`config.mk`:
```
export PLATFORM = sky130hd
export DESIGN_NAME = sha3_axis_digest_tx
export DESIGN_NICKNAME = d
export VERILOG_FILES = /design/src/rtl/sha3_pkg.sv /design/src/rtl/sha3_state_flatten.sv /design/src/rtl/sha3_axis_digest_tx.sv
export SDC_FILE = /design/constraint.sdc
export NUM_CORES = 1
export LEC_CHECK = 0
export BUFFER_PORTS_ARGS = -buffer_cell sky130_fd_sc_hd__buf_2
export CAP_MARGIN = 20
export CORE_AREA = 2 2 630 632
export CTS_CLUSTER_DIAMETER = 80
export DETAILED_ROUTE_END_ITERATION = 7
export DIE_AREA = 0 0 632 634
export PLACE_DENSITY = 0.3
export RECOVER_POWER = 25
export SLEW_MARGIN = 20
export SYNTH_ARGS = -nofsm -noshare
export SYNTH_HDL_FRONTEND = slang
export SYNTH_SLANG_ARGS = --single-unit
```
`constraint.sdc`:
```
create_clock -name ACLK -period 1.4 [get_ports ACLK]
set_clock_uncertainty 0.05 [all_clocks]
set_input_delay 0.14 -clock ACLK [delete_from_list [all_inputs] [get_ports ACLK]]
set_output_delay 0.14 -clock ACLK [all_outputs]
set_load 0.05 [all_outputs]
```
`src/rtl/sha3_pkg.sv`:
```
// Shared SHA3 types, digest modes and beat-count helper for the tx/rx slice.
package sha3_pkg;

  typedef logic [4:0][4:0][63:0] sha3_state_t;

  typedef enum logic [1:0] {
    SHA3_224 = 2'd0,
    SHA3_256 = 2'd1,
    SHA3_384 = 2'd2,
    SHA3_512 = 2'd3
  } sha3_mode_e;

  typedef enum logic {
    IDLE = 1'b0,
    SEND = 1'b1
  } tx_state_e;

  localparam int unsigned DIGEST_LANES = 8;
  localparam int unsigned FLAT_W       = 64 * DIGEST_LANES;

  // Number of DATA_W-bit beats needed to carry the digest for a mode.
  function automatic int unsigned nwords(input sha3_mode_e mode, input int unsigned data_w);
    int unsigned bits;
    case (mode)
      SHA3_224: bits = 224;
      SHA3_256: bits = 256;
      SHA3_384: bits = 384;
      default:  bits = 512;
    endcase
    return bits / data_w;
  endfunction

endpackage

```
`src/rtl/sha3_state_flatten.sv`:
```
// Flattens the first eight Keccak lanes (lane i = x+5y) into a little-endian
// 512-bit vector, lane i at bits [64i+63:64i].
module sha3_state_flatten
  import sha3_pkg::*;
(
  input  sha3_state_t        state,
  output logic [FLAT_W-1:0]  flat
);

  for (genvar i = 0; i < DIGEST_LANES; i++) begin : g_lane
    assign flat[64*i +: 64] = state[i/5][i%5];
  end

  // Lanes 8..24 never reach a digest.
  logic unused_lanes;
  assign unused_lanes = ^{state[4], state[3], state[2], state[1][4:3]};

endmodule

```
`src/rtl/sha3_axis_digest_tx.sv`:
```
// AXI-Stream digest transmitter: loads a finished Keccak state and streams the
// selected digest length as DATA_W-bit little-endian beats with TLAST.
module sha3_axis_digest_tx
  import sha3_pkg::*;
#(
  parameter int unsigned DATA_W = 16,
  parameter int unsigned ID_W   = 2,
  parameter int unsigned USER_W = 4
) (
  input  logic                ACLK,
  input  logic                ARESETn,
  input  logic                s_valid,
  output logic                s_ready,
  input  sha3_state_t         s_state,
  input  logic [1:0]          s_mode,
  input  logic [ID_W-1:0]     s_id,
  output logic                m_tvalid,
  input  logic                m_tready,
  output logic [DATA_W-1:0]   m_tdata,
  output logic                m_tlast,
  output logic [DATA_W/8-1:0] m_tkeep,
  output logic [ID_W-1:0]     m_tid,
  output logic [USER_W-1:0]   m_tuser
);

  tx_state_e         state, state_nxt;
  logic [FLAT_W-1:0] flat;
  logic [FLAT_W-1:0] shreg;
  logic [4:0]        cnt;
  logic [4:0]        last;
  logic              load;
  logic              beat;
  logic              is_last;

  sha3_state_flatten u_flatten (
    .state (s_state),
    .flat  (flat)
  );

  assign load    = s_valid && s_ready;
  assign beat    = m_tvalid && m_tready;
  assign is_last = (cnt == last);

  assign m_tdata = shreg[DATA_W-1:0];
  assign m_tlast = m_tvalid && is_last;
  assign m_tkeep = {(DATA_W/8){m_tvalid}};

  // FSM state register.
  always_ff @(posedge ACLK) begin
    if (!ARESETn) state <= IDLE;
    else          state <= state_nxt;
  end

  // Next state and handshake outputs; m_tvalid depends on state only.
  always_comb begin
    state_nxt = state;
    s_ready   = 1'b0;
    m_tvalid  = 1'b0;
    case (state)
      IDLE: begin
        s_ready = 1'b1;
        if (s_valid) state_nxt = SEND;
      end
      SEND: begin
        m_tvalid = 1'b1;
        if (m_tready && is_last) state_nxt = IDLE;
      end
      default: state_nxt = IDLE;
    endcase
  end

  // Shift register, beat counter and latched sideband; the counter holds on
  // the final beat so it never wraps.
  always_ff @(posedge ACLK) begin
    if (!ARESETn) begin
      shreg   <= '0;
      cnt     <= '0;
      last    <= '0;
      m_tid   <= '0;
      m_tuser <= '0;
    end else if (load) begin
      shreg   <= flat;
      cnt     <= '0;
      last    <= 5'(nwords(sha3_mode_e'(s_mode), DATA_W) - 1);
      m_tid   <= s_id;
      m_tuser <= USER_W'(s_mode);
    end else if (beat) begin
      shreg <= shreg >> DATA_W;
      if (!is_last) cnt <= cnt + 5'd1;
    end
  end

endmodule
```
==> run summary <==
status: complete, but fails checks
failing checks: setup timing
Max-Cap Viols: 0
layout cell share with drive strength beyond 1: 0.374
Design Area, Final: 0.0502 sq mm
Clock Latency Late Sink: 680 ps
DIE HEIGHT: 634 um
H-tree Lvls: 3
leakage power: 0.0248 uW
Root Buffer Master: clkbuf_16
setup TNS: -160180 ps
Residual DRC: 0
CTS tree: yes
Via Count: 26.8k
Setup Crit Path Kind: reg -> out
warnings from Yosys: 0
period utilization: 1.43
Initial Util: 0.0606
GR Overflow Total: 0
all-layer global routing usage: 0.0780
hold crit path type: in -> reg
IO Pins: 1635
post-synth cell types: 34
Syn-to-layout area delta: 110%
CTS Buffer Depth: 3
setup ws final: -601 ps
row count: 231
clk slew on worst S/H paths: 60 ps
Mapped Avg Cell Area: 8.17 sq um
total core area: 0.394 sq mm
unrepaired setup endpoints after global routing: true
WP data arrival: 1810 ps
synthesis-stage register bit count: 526
drt total wl: 169000 um
post-route ant nets: 0
slowest stage delay, CP: 390 ps
Syn Std Cell Area: 0.0239 sq mm
pwr dens: 1000 mW/mm^2
crit path max fanout: 3
Post-DP HPWL: 115000 um
initial antenna violation count: 132
chain of cells forming the critical path: or3_4 > nand2_4 > and3_4 > buf_12
Max Slew Vio Count: 0
Setup WS pre-CTS: -314 ps
Port Buffer Count: 544
largest net degree at the start of global routing: 58
total CTS buffers: 75
post-DR wirelength/cell: 17.8 um
vias in the first global route: 26.1k
DR vias/cell: 2.82
area of placed instances: 0.0336 sq mm
Die Wd: 632 um
CP max-delay cell: or3_4
post-synthesis cell count: 2923
min cycle time layout: 2000 ps
Worst slew margin: 0.519
final-stage net count: 5776
GPL Wtd Cong: 0.744
endpoints failing setup: 539
Worst VDD drop: 0.000773 V
die area: 0.401 sq mm
hold violation total from the final report: 0
first-pass GRT wire length: 215000 um
placed cell count: 8568
Seq/Total Area, Yosys: 0.441
CP Launch Type: flop
drt initial violations: 1258
maximum clock rate: 500 MHz
final cell count without fillers: 9516
first drt pass iteration count: 5
worst slew pin tran: 721 ps
Setup crit end kind: primary output
number of clock sinks: 526
Worst EP required: 1210 ps
[worst paths after layout]
check        startpoint          to  slack, ps  depth (start not counted)
max reg2reg       state  shreg[465]       -440                         10
min             s_valid    m_tid[0]        160                          6
max             last[2]     m_tlast       -600                          4
min reg2reg    m_tid[0]    m_tid[0]        400                          2
[metal layers]
metal  vias up  global-route usage  wire length [um]
met5         -                   0               324
met4        54              0.0181              3810
met3       259              0.0214             10500
met2       769               0.129             79600
met1     12962               0.100             74900
li1      12801                   -                 -
[worst max-delay path: cells and delay by family, from the launching register on]
| family | cells | cell delay (ps) |
|---|---|---|
| buffers and inverters | 1 | 140 |
| flip-flops | 1 | 330 |
| AND/OR/NAND/NOR | 3 | 660 |
[cells by family after synthesis]
family	share of synthesized area
mux	0.00210
buf+inv	0.0677
flops	0.441
fa+ha+maj	0.000524
simple gates	0.273
other cells	0.000157
compound gates	0.215
xor+xnor	0.00110
[stage by stage]
| stage | util | power [uW] | hold slack (ps) |
|---|---|---|---|
| global placement | 0.0853 | 25100 | 332 |
| CTS | 0.118 | 50100 | 72.2 |
| finish | 0.127 | 50300 | 160 |
| detailed placement | 0.0853 | 25100 | 337 |
| global route | 0.127 | 52900 | 142 |
| floorplan | - | 21500 | 225 |
[report_power, final]
group | internal (uW) | switching [uW]
Sequential | 16300 | 1480
Clock | 11800 | 8320
Combinational | 6630 | 5780
Total | 34700 | 15600
[synth_stat cells (all sizes together)]
library cell	instances	area (sq um)
a21boi	5	37.5
a21oi	20	104
a31oi	1	6.26
and2	2	12.5
and3	1	6.26
buf	245	1390
clkbuf	59	225
conb	1	3.75
dfxtp	526	10500
ha	1	12.5
inv	1	3.75
mux2i	5	50.1
nand2	1043	3920
nand2b	5	31.3
nand3	497	2490
nand3b	1	7.51
nand4	2	12.5
nor2	1	3.75
nor2b	1	6.26
nor3	2	15.0
nor3b	1	7.51
o211a	497	4970
o21a	1	7.51
o21ai	1	5.00
or3	1	6.26
xor2	3	26.3
[cell type report]
cell class | instances | area [sq um]
clock inverters | 22 | 328
repair buffers | 1469 | 15900
inverters | 1 | 3.75
clock buffers | 114 | 2240
fillers | 44891 | 344000
flip-flops and latches | 526 | 10600
diodes | 48 | 120
well taps | 5242 | 6560
multi-input cells | 2094 | 14500
[placed cells by master, fill, tap and decap left out, types with 2 or more instances in the layout]
cell	Yosys	layout
nand2b_1	5	4
o211a_1	497	497
mux2i_1	5	5
inv_16	0	3
inv_6	0	3
nand3_2	0	224
bufinv_16	0	3
buf_4	62	77
buf_2	153	521
nand3_1	497	272
dfxtp_2	0	18
clkbuf_1	58	17
a21boi_1	4	4
clkinvlp_4	0	2
nand4_1	2	2
buf_8	0	31
diode_2	0	48
clkbuf_16	0	121
buf_12	0	118
dlygate4sd3_1	0	519
and2_4	0	3
nand2_8	0	3
a21oi_1	19	12
clkinv_16	0	3
nand2_2	0	65
conb_1	1	2
clkinv_2	0	7
dfxtp_1	526	505
xor2_1	3	2
nand2_4	0	180
nand2_1	1043	795
a21oi_2	1	7
buf_16	0	107
clkbuf_8	0	22
dfxtp_4	0	3
buf_6	6	49
[flip-flops by register name (all words and copies together), names as in the netlist]
signal and cells:
cnt 5, last 4, m_tid 2, m_tuser 2, shreg 512, state 1
[repair_timing]
item	in CTS	in global routing
pin swaps	96	235
endpoints found under the hold margin	524	0
hold buffers	519	0
buffers inserted	81	44
endpoints found under the setup margin	549	549
cloned	92	60
gates resized for setup	458	615
Power figures use the tool's default switching activity.
